<file path="src/rtl/mem_port_arbiter.sv">
// Shares one single-port memory between instruction fetch and the LSU,
// with one outstanding transaction, starvation protection for IF and fetch flush.
module mem_port_arbiter #(
  parameter int ADDR_W   = 32,
  parameter int DATA_W   = 32,
  parameter int MAX_WAIT = 3
) (
  input  logic                  clk,
  input  logic                  rst,
  input  logic                  if_req,
  input  logic [ADDR_W-1:0]     if_addr,
  input  logic                  if_flush,
  output logic                  if_gnt,
  output logic                  if_rvalid,
  output logic [DATA_W-1:0]     if_rdata,
  input  logic                  lsu_req,
  input  logic                  lsu_we,
  input  logic [DATA_W/8-1:0]   lsu_be,
  input  logic [ADDR_W-1:0]     lsu_addr,
  input  logic [DATA_W-1:0]     lsu_wdata,
  output logic                  lsu_gnt,
  output logic                  lsu_rvalid,
  output logic [DATA_W-1:0]     lsu_rdata,
  output logic                  mem_req,
  output logic                  mem_we,
  output logic [DATA_W/8-1:0]   mem_be,
  output logic [ADDR_W-1:0]     mem_addr,
  output logic [DATA_W-1:0]     mem_wdata,
  input  logic                  mem_gnt,
  input  logic                  mem_rvalid,
  input  logic [DATA_W-1:0]     mem_rdata,
  output logic                  busy
);

  localparam int BE_W  = DATA_W / 8;
  localparam int CNT_W = $clog2(MAX_WAIT + 1);
  localparam logic [CNT_W-1:0] MAX_CNT = CNT_W'(MAX_WAIT);

  localparam logic [1:0] IDLE     = 2'd0;
  localparam logic [1:0] WAIT_IF  = 2'd1;
  localparam logic [1:0] WAIT_LSU = 2'd2;

  logic [1:0]       state_q, state_d;
  logic [CNT_W-1:0] starve_cnt_q, starve_cnt_d;
  logic             drop_flag_q, drop_flag_d;

  logic idle, sel_if, sel_lsu;

  assign idle    = (state_q == IDLE);
  assign sel_if  = idle & if_req & (~lsu_req | (starve_cnt_q == MAX_CNT));
  assign sel_lsu = idle & lsu_req & ~sel_if;

  assign mem_req   = sel_if | sel_lsu;
  assign mem_we    = sel_lsu & lsu_we;
  assign mem_be    = sel_if ? {BE_W{1'b1}} : (sel_lsu ? lsu_be : '0);
  assign mem_addr  = sel_if ? if_addr : (sel_lsu ? lsu_addr : '0);
  assign mem_wdata = sel_lsu ? lsu_wdata : '0;

  assign if_gnt  = sel_if & mem_gnt;
  assign lsu_gnt = sel_lsu & mem_gnt;

  // A flush on the response cycle itself must also hide the data.
  assign if_rvalid  = (state_q == WAIT_IF) & mem_rvalid & ~drop_flag_q & ~if_flush;
  assign lsu_rvalid = (state_q == WAIT_LSU) & mem_rvalid;
  assign if_rdata   = mem_rdata;
  assign lsu_rdata  = mem_rdata;
  assign busy       = ~idle;

  always_comb begin
    state_d     = state_q;
    drop_flag_d = drop_flag_q;
    case (state_q)
      IDLE: begin
        if (if_gnt) begin
          state_d     = WAIT_IF;
          drop_flag_d = if_flush;
        end else if (lsu_gnt) begin
          state_d = WAIT_LSU;
        end
      end
      WAIT_IF: begin
        if (mem_rvalid) begin
          state_d     = IDLE;
          drop_flag_d = 1'b0;
        end else if (if_flush) begin
          drop_flag_d = 1'b1;
        end
      end
      WAIT_LSU: begin
        if (mem_rvalid) state_d = IDLE;
      end
      default: begin
        state_d     = IDLE;
        drop_flag_d = 1'b0;
      end
    endcase
  end

  always_comb begin
    starve_cnt_d = starve_cnt_q;
    if (!if_req || if_gnt)
      starve_cnt_d = '0;
    else if (lsu_gnt && starve_cnt_q != MAX_CNT)
      starve_cnt_d = starve_cnt_q + 1'b1;
  end

  always_ff @(posedge clk or posedge rst) begin
    if (rst) begin
      state_q      <= IDLE;
      starve_cnt_q <= '0;
      drop_flag_q  <= 1'b0;
    end else begin
      state_q      <= state_d;
      starve_cnt_q <= starve_cnt_d;
      drop_flag_q  <= drop_flag_d;
    end
  end

endmodule

</file>
<file path="config.mk">
export PLATFORM = sky130hd
export DESIGN_NAME = mem_port_arbiter
export DESIGN_NICKNAME = d
export VERILOG_FILES = /design/src/rtl/mem_port_arbiter.sv
export SDC_FILE = /design/constraint.sdc
export NUM_CORES = 1
export LEC_CHECK = 0
export CAP_MARGIN = 40
export CORE_AREA = 2 2 109 111
export DETAILED_ROUTE_END_ITERATION = 16
export DIE_AREA = 0 0 111 113
export GPL_TIMING_DRIVEN = 0
export PLACE_DENSITY = 0.57
export SLEW_MARGIN = 20
export SYNTH_ARGS = -nofsm -noshare
export SYNTH_HDL_FRONTEND = slang
export SYNTH_SLANG_ARGS = --single-unit
</file>
<file path="constraint.sdc">
create_clock -name clk -period 2.07 [get_ports clk]
set_clock_uncertainty 0.05 [all_clocks]
set_input_delay 0.207 -clock clk [delete_from_list [all_inputs] [get_ports clk]]
set_output_delay 0.207 -clock clk [all_outputs]
set_load 0.01 [all_outputs]
</file>
== Word level (Yosys, flattened, before mapping) ==
Cells that the tools add are included.

* $add $sub $neg: 1
* Equality and inequality tests: 8
* Mux-type cells: 15
* Bitwise logic cells: 19
* Reduce and logical (&&, ||, !) cells: 8

{| class="wikitable"
|+ Operators by type and width
! cell !! count
|-
| two-way mux 32 bit || 3
|-
| AND 1 bit || 11
|-
| two-way mux 2 bit || 5
|-
| two-way mux 4 bit || 2
|-
| inequality test 3 bit (second input constant) || 2
|-
| inverter 1 bit || 6
|-
| == test 2 bit (second input constant) || 2
|-
| inequality test 2 bit (second input constant) || 2
|-
| case mux 2 bit (2 select lines) || 1
|-
| two-way mux 1 bit || 3
|-
| case mux 1 bit (3 select lines) || 1
|-
| AND reduction 3 bit || 1
|-
| adder 2 x 1 -> 2 bit (second input constant) || 1
|-
| == test 2 x 1 -> 1 bit (second input constant) || 1
|-
| zero test 2 bit || 1
|-
| inequality test 2 x 1 -> 1 bit (second input constant) || 1
|-
| bitwise OR 1 bit || 2
|-
| AND reduction 2 bit || 1
|-
| nonzero test 2 bit || 1
|-
| OR reduction 2 bit || 1
|-
| logical AND 1 bit || 1
|-
| zero test 1 bit || 1
|-
| logical OR 1 bit || 1
|}

* Bits in registers: 5
* Input port bits: 140
* Output and inout port bits: 139
* Logic and storage cells: 54

== Logic depth before layout (Yosys ltp) ==
Gate-level depths: netlist (run 1).

* Word-level depth: 9
* Mapped depth: 7
* Depth with buffers taken out: 5

== Worst setup path after synthesis (run 1) ==
Ideal clock, no wire load.

* Kind: register to output
* Start point: reg state_q[1]
* End point: out mem_addr[26]
* Arrival: 1.540 ns
* Slack: 0.273 ns
* Stages on the path, launching flop included: 8
* Path buffers: 3
* Path through: dfrtp_1 > inv_1 > ha_1 > and3_1 > clkbuf_2 > buf_6 > buf_6 > mux2i_1

* Longest elaborated chain between the ends: 7
* Elaborated cells between the ends (all ways): 8
* Those cells by class: 2 x mux; 5 x bitwise; 1 x reduce/logical

{| class="wikitable"
|+ RTL lines
! item !! line !! text
|-
| start: declaration || 43 || <nowiki>logic [1:0] state_q, state_d;</nowiki>
|-
| start signal: assignment || 113 || <nowiki>state_q <= state_d;</nowiki>
|-
| zero test 2 bit (*) || 49 || <nowiki>assign idle = (state_q == IDLE);</nowiki>
|-
| AND 1 bit (2 in a row) || 50 || <nowiki>assign sel_if = idle & if_req & (~lsu_req | (starve_cnt_q == MAX_CNT));</nowiki>
|-
| inverter 1 bit || 51 || <nowiki>assign sel_lsu = idle & lsu_req & ~sel_if;</nowiki>
|-
| AND 1 bit || 51 ||
|-
| two-way mux 32 bit || 56 || <nowiki>assign mem_addr = sel_if ? if_addr : (sel_lsu ? lsu_addr : '0);</nowiki>
|-
| two-way mux 32 bit (*) || 56 ||
|-
| end: declaration || 27 || <nowiki>output logic [ADDR_W-1:0] mem_addr,</nowiki>
|}

Every way passes the cells marked *; elsewhere a longest branch is shown, timed or not.

== Worst setup path in the final report (run 1) ==
* Start point: reg starve_cnt_q[1]
* End point: out mem_addr[23]

* Longest elaborated chain between the ends: 7

{| class="wikitable"
|+ RTL lines
! item !! line !! text
|-
| start: declaration || 44 || <nowiki>logic [CNT_W-1:0] starve_cnt_q, starve_cnt_d;</nowiki>
|-
| start signal: assignment || 114 || <nowiki>starve_cnt_q <= starve_cnt_d;</nowiki>
|-
| == test 2 bit (*) || 50 ||
|-
| bitwise OR 1 bit (*) || 50 ||
|-
| AND 1 bit (*) || 50 ||
|-
| inverter 1 bit || 51 ||
|-
| AND 1 bit || 51 ||
|-
| two-way mux 32 bit || 56 ||
|-
| two-way mux 32 bit (*) || 56 ||
|}

Marks and branches as above.

==> results.json, run 1 <==
{
  "outcome": "finished, final reports clean",
  "synth-seq-area-share_pct": 7.03,
  "die-area_um2": 12500,
  "drcViolationCount": 0,
  "first_global_vias": 2583,
  "grt.total_usage_pct": 12.9,
  "globalRoute.totalOverflow": 0,
  "slew_headroom_pct": 74.0,
  "dieWidth_um": 111,
  "cp_top_family": "buffers and inverters",
  "fmax_mhz": 495,
  "p_per_area_nw_per_um2": 607,
  "clkSinkCount": 5,
  "cts.clk_slew.worst_paths_ps": 30,
  "multi_input_area_um2": 990,
  "avgSynthCellArea_um2": 6.82,
  "wire_per_inst_um": 13.3,
  "dr.pass1.iters": 4,
  "cts_buffer_depth": 2,
  "ir_drop_uv": 319,
  "max_slew.worst_pin.slew_ps": 390,
  "rows": 39,
  "postLayoutCellArea_um2": 4500,
  "pin_count": 279,
  "diodes": 0,
  "fillers": 1175,
  "synthCells": 261,
  "maxCapViolCount": 0,
  "io_buffer_count": 245,
  "synthesis.area_um2": 1780,
  "initial_core_util_pct": 15.8,
  "wl_um": 8840,
  "place.gp.congestion": 0.789,
  "synth-seq-cells": 5,
  "clk_latency_ps": 230,
  "grt_max_degree": 11,
  "postCtsHoldBufs": 0,
  "hold_violations": 0,
  "cp-start-kind": "flip-flop",
  "seq_area_um2": 125,
  "crit_chain": "ha_4, nand2b_4, and3_4, buf_6, buf_16, mux2i_4, buf_2",
  "drv_slew": 0,
  "drtIter0Drc": 49,
  "synth_warnings": 0,
  "cts_tree": "yes",
  "antenna_found_initial": 0,
  "cp_slowest_cell": "dfrtp_1",
  "arrival_ps": 1760,
  "stdcell_count": 665,
  "worst_setup_path_end_kind": "output port",
  "drive_gt1_share_pct": 30.1,
  "finalCriticalPeriod_ps": 2020,
  "area_growth_pct": 153,
  "cts_max_level": 1,
  "vias": 2578,
  "setup_viol": 0,
  "synth_cell_type_count": 29,
  "dpl_cell_area_um2": 4410,
  "root_buffer": "clkbuf_16",
  "grt_pass1_wl_um": 13200,
  "synth_fp_nets": 405,
  "die_h_um": 113,
  "synth_edf_count": 0,
  "final_util_pct": 39.9,
  "vias_per_cell": 3.88,
  "dp_hpwl_um": 7590,
  "cts_inserted_buffers": 3,
  "synthArstFlopShare_pct": 100,
  "leakage_nw": 2.32,
  "synth_ff_type": "dfrtp_1",
  "min_path_type": "in2async",
  "period_share_pct": 97.6,
  "final_nets": 667,
  "cp.buffers_inverters": 3,
  "core-area_um2": 11300,
  "dpl.cell_count": 649,
  "rsz0062_at_grt": "yes",
  "cp.required_ps": 1810,
  "crit_fanout": 5,
  "ant_nets": 0,
  "critPathKind": "reg2out",
  "critPathMaxStageDelay_ps": 390
}
==> cell type report <==
cell class                 instances  area share, %
buffer                            80           14.2
clock buffer                       4           1.75
inverter                          36           3.00
multi-input combinational        139           22.0
sequential                         5           2.78
tap                              143           3.98
timing repair buffer             258           52.3
==> worst paths after layout <==
kind	startpoint	to	slack, ps	cells past startpoint
hold reg to reg	drop_flag_q$_DFFE_PP0P_	drop_flag_q$_DFFE_PP0P_	580	2
max in group asynchronous	rst	state_q[1]$_DFFE_PP0P_	1640	2
hold / removal	rst	starve_cnt_q[0]$_DFFE_PP0P_	140	2
setup / recovery	starve_cnt_q[1]$_DFFE_PP0P_	mem_addr[23]	50	7
setup reg to reg	starve_cnt_q[1]$_DFFE_PP0P_	state_q[0]$_DFFE_PP0P_	380	7
min in group clk	mem_gnt	starve_cnt_q[1]$_DFFE_PP0P_	410	3
==> cell families after synthesis <==
logic type	share of synthesized area [%]
multiplexers	18.0
flip-flops	7.03
buffers and inverters	39.9
adder cells (fa/ha/maj)	2.81
AND/OR/NAND/NOR	27.1
AO/OA/AOI/OAI	5.20
==> cell usage in the layout (no fill, tap or decap), drive strengths merged <==
| master | synthesis | routed |
|---|---|---|
| clkdlybuf4s50 | 0 | 172 |
| nor3 | 1 | 1 |
| inv | 36 | 36 |
| a21boi | 2 | 2 |
| a21o | 5 | 5 |
| a21oi | 1 | 1 |
| nand2b | 3 | 3 |
| dlygate4sd2 | 0 | 8 |
| mux2i | 32 | 32 |
| and3 | 35 | 35 |
| ha | 4 | 4 |
| buf | 73 | 121 |
| nor4b | 1 | 1 |
| and2 | 4 | 4 |
| nand2 | 37 | 37 |
| clkdlybuf4s15 | 0 | 9 |
| dfrtp | 5 | 5 |
| nor2b | 3 | 3 |
| or3 | 1 | 1 |
| clkbuf | 8 | 30 |
| nor2 | 3 | 3 |
| a22o | 1 | 1 |
| a311oi | 1 | 1 |
| nand4 | 2 | 2 |
| nor4bb | 1 | 1 |
| dlymetal6s2s | 0 | 2 |
| o32ai | 1 | 1 |
| o311ai | 1 | 1 |
==> metal layers <==
layer	vias up	wire length, µm	global-route usage (%)	part of all wire (%)
li1	1296	-	-	-
met1	1148	3140	13.5	36
met2	130	4920	25.8	56
met3	4	742	3.64	8.4
met4	0	38	2.00	0.43
met5	-	0	0	0
==> through the flow <==
| stage | setup slack, ps | total power, mW | TNS (ps) | hold WS [ps] |
|---|---|---|---|---|
| floorplan | 273 | 1.20 | 0 | -64.5 |
| finish | 50.2 | 2.73 | 0 | 142 |
| global route | -36.3 | 2.95 | -400 | 162 |
| detailed placement | -538 | 2.44 | -28870 | 390 |
| global placement | -529 | 2.43 | -27390 | 378 |
| CTS | -102 | 2.79 | -223 | 156 |
==> synthesized netlist by cell type, drive strengths merged (2+ instances only) <==
cell | count | area (µm²)
buf | 73 | 543
and3 | 35 | 219
nor2 | 3 | 11.3
clkbuf | 8 | 31.3
a21boi | 2 | 15.0
nand4 | 2 | 12.5
inv | 36 | 135
ha | 4 | 50.1
nand2b | 3 | 26.3
and2 | 4 | 25.0
nand2 | 37 | 139
dfrtp | 5 | 125
a21o | 5 | 37.5
mux2i | 32 | 320
nor2b | 3 | 18.8
==> worst reg2reg max path: stages, from the launching register on <==
cell,delay [ps]
dfrtp_1,400
ha_4,190
nand2b_4,140
and3_4,170
buf_12,140
buf_12,140
buf_4,140
a22o_1,200
==> registers in the layout (all words and copies together), names as in the netlist <==
name	cells
drop_flag_q	1
state_q	2
starve_cnt_q	2
==> what timing repair did <==
| action | 4_1_cts | 5_1_grt |
|---|---|---|
| resized for setup | 226 | 49 |
| setup endpoints to repair | 72 | 73 |
| gates cloned | 3 | 0 |
| pin swaps | 2 | 1 |
| buffers inserted | 10 | 1 |
==> power breakdown <==
part           internal, mW  total [mW]  leakage (nW)  switching [mW]
Sequential            0.128       0.150        0.0664          0.0221
Combinational          1.26        2.26          2.22            1.00
Clock                 0.255       0.319        0.0382          0.0639
(Power assumes the default switching activity.)
==> inputs of run 2 (changes only) <==
--- a/config.mk
+++ b/config.mk
@@ -7,6 +7,7 @@
 export LEC_CHECK = 0
 export CAP_MARGIN = 40
 export CORE_AREA = 2 2 109 111
+export CTS_CLUSTER_SIZE = 10
 export DETAILED_ROUTE_END_ITERATION = 16
 export DIE_AREA = 0 0 111 113
 export GPL_TIMING_DRIVEN = 0
==> results of run 2 <==
Final layout, timing and power as in run 1 (identical DEF).
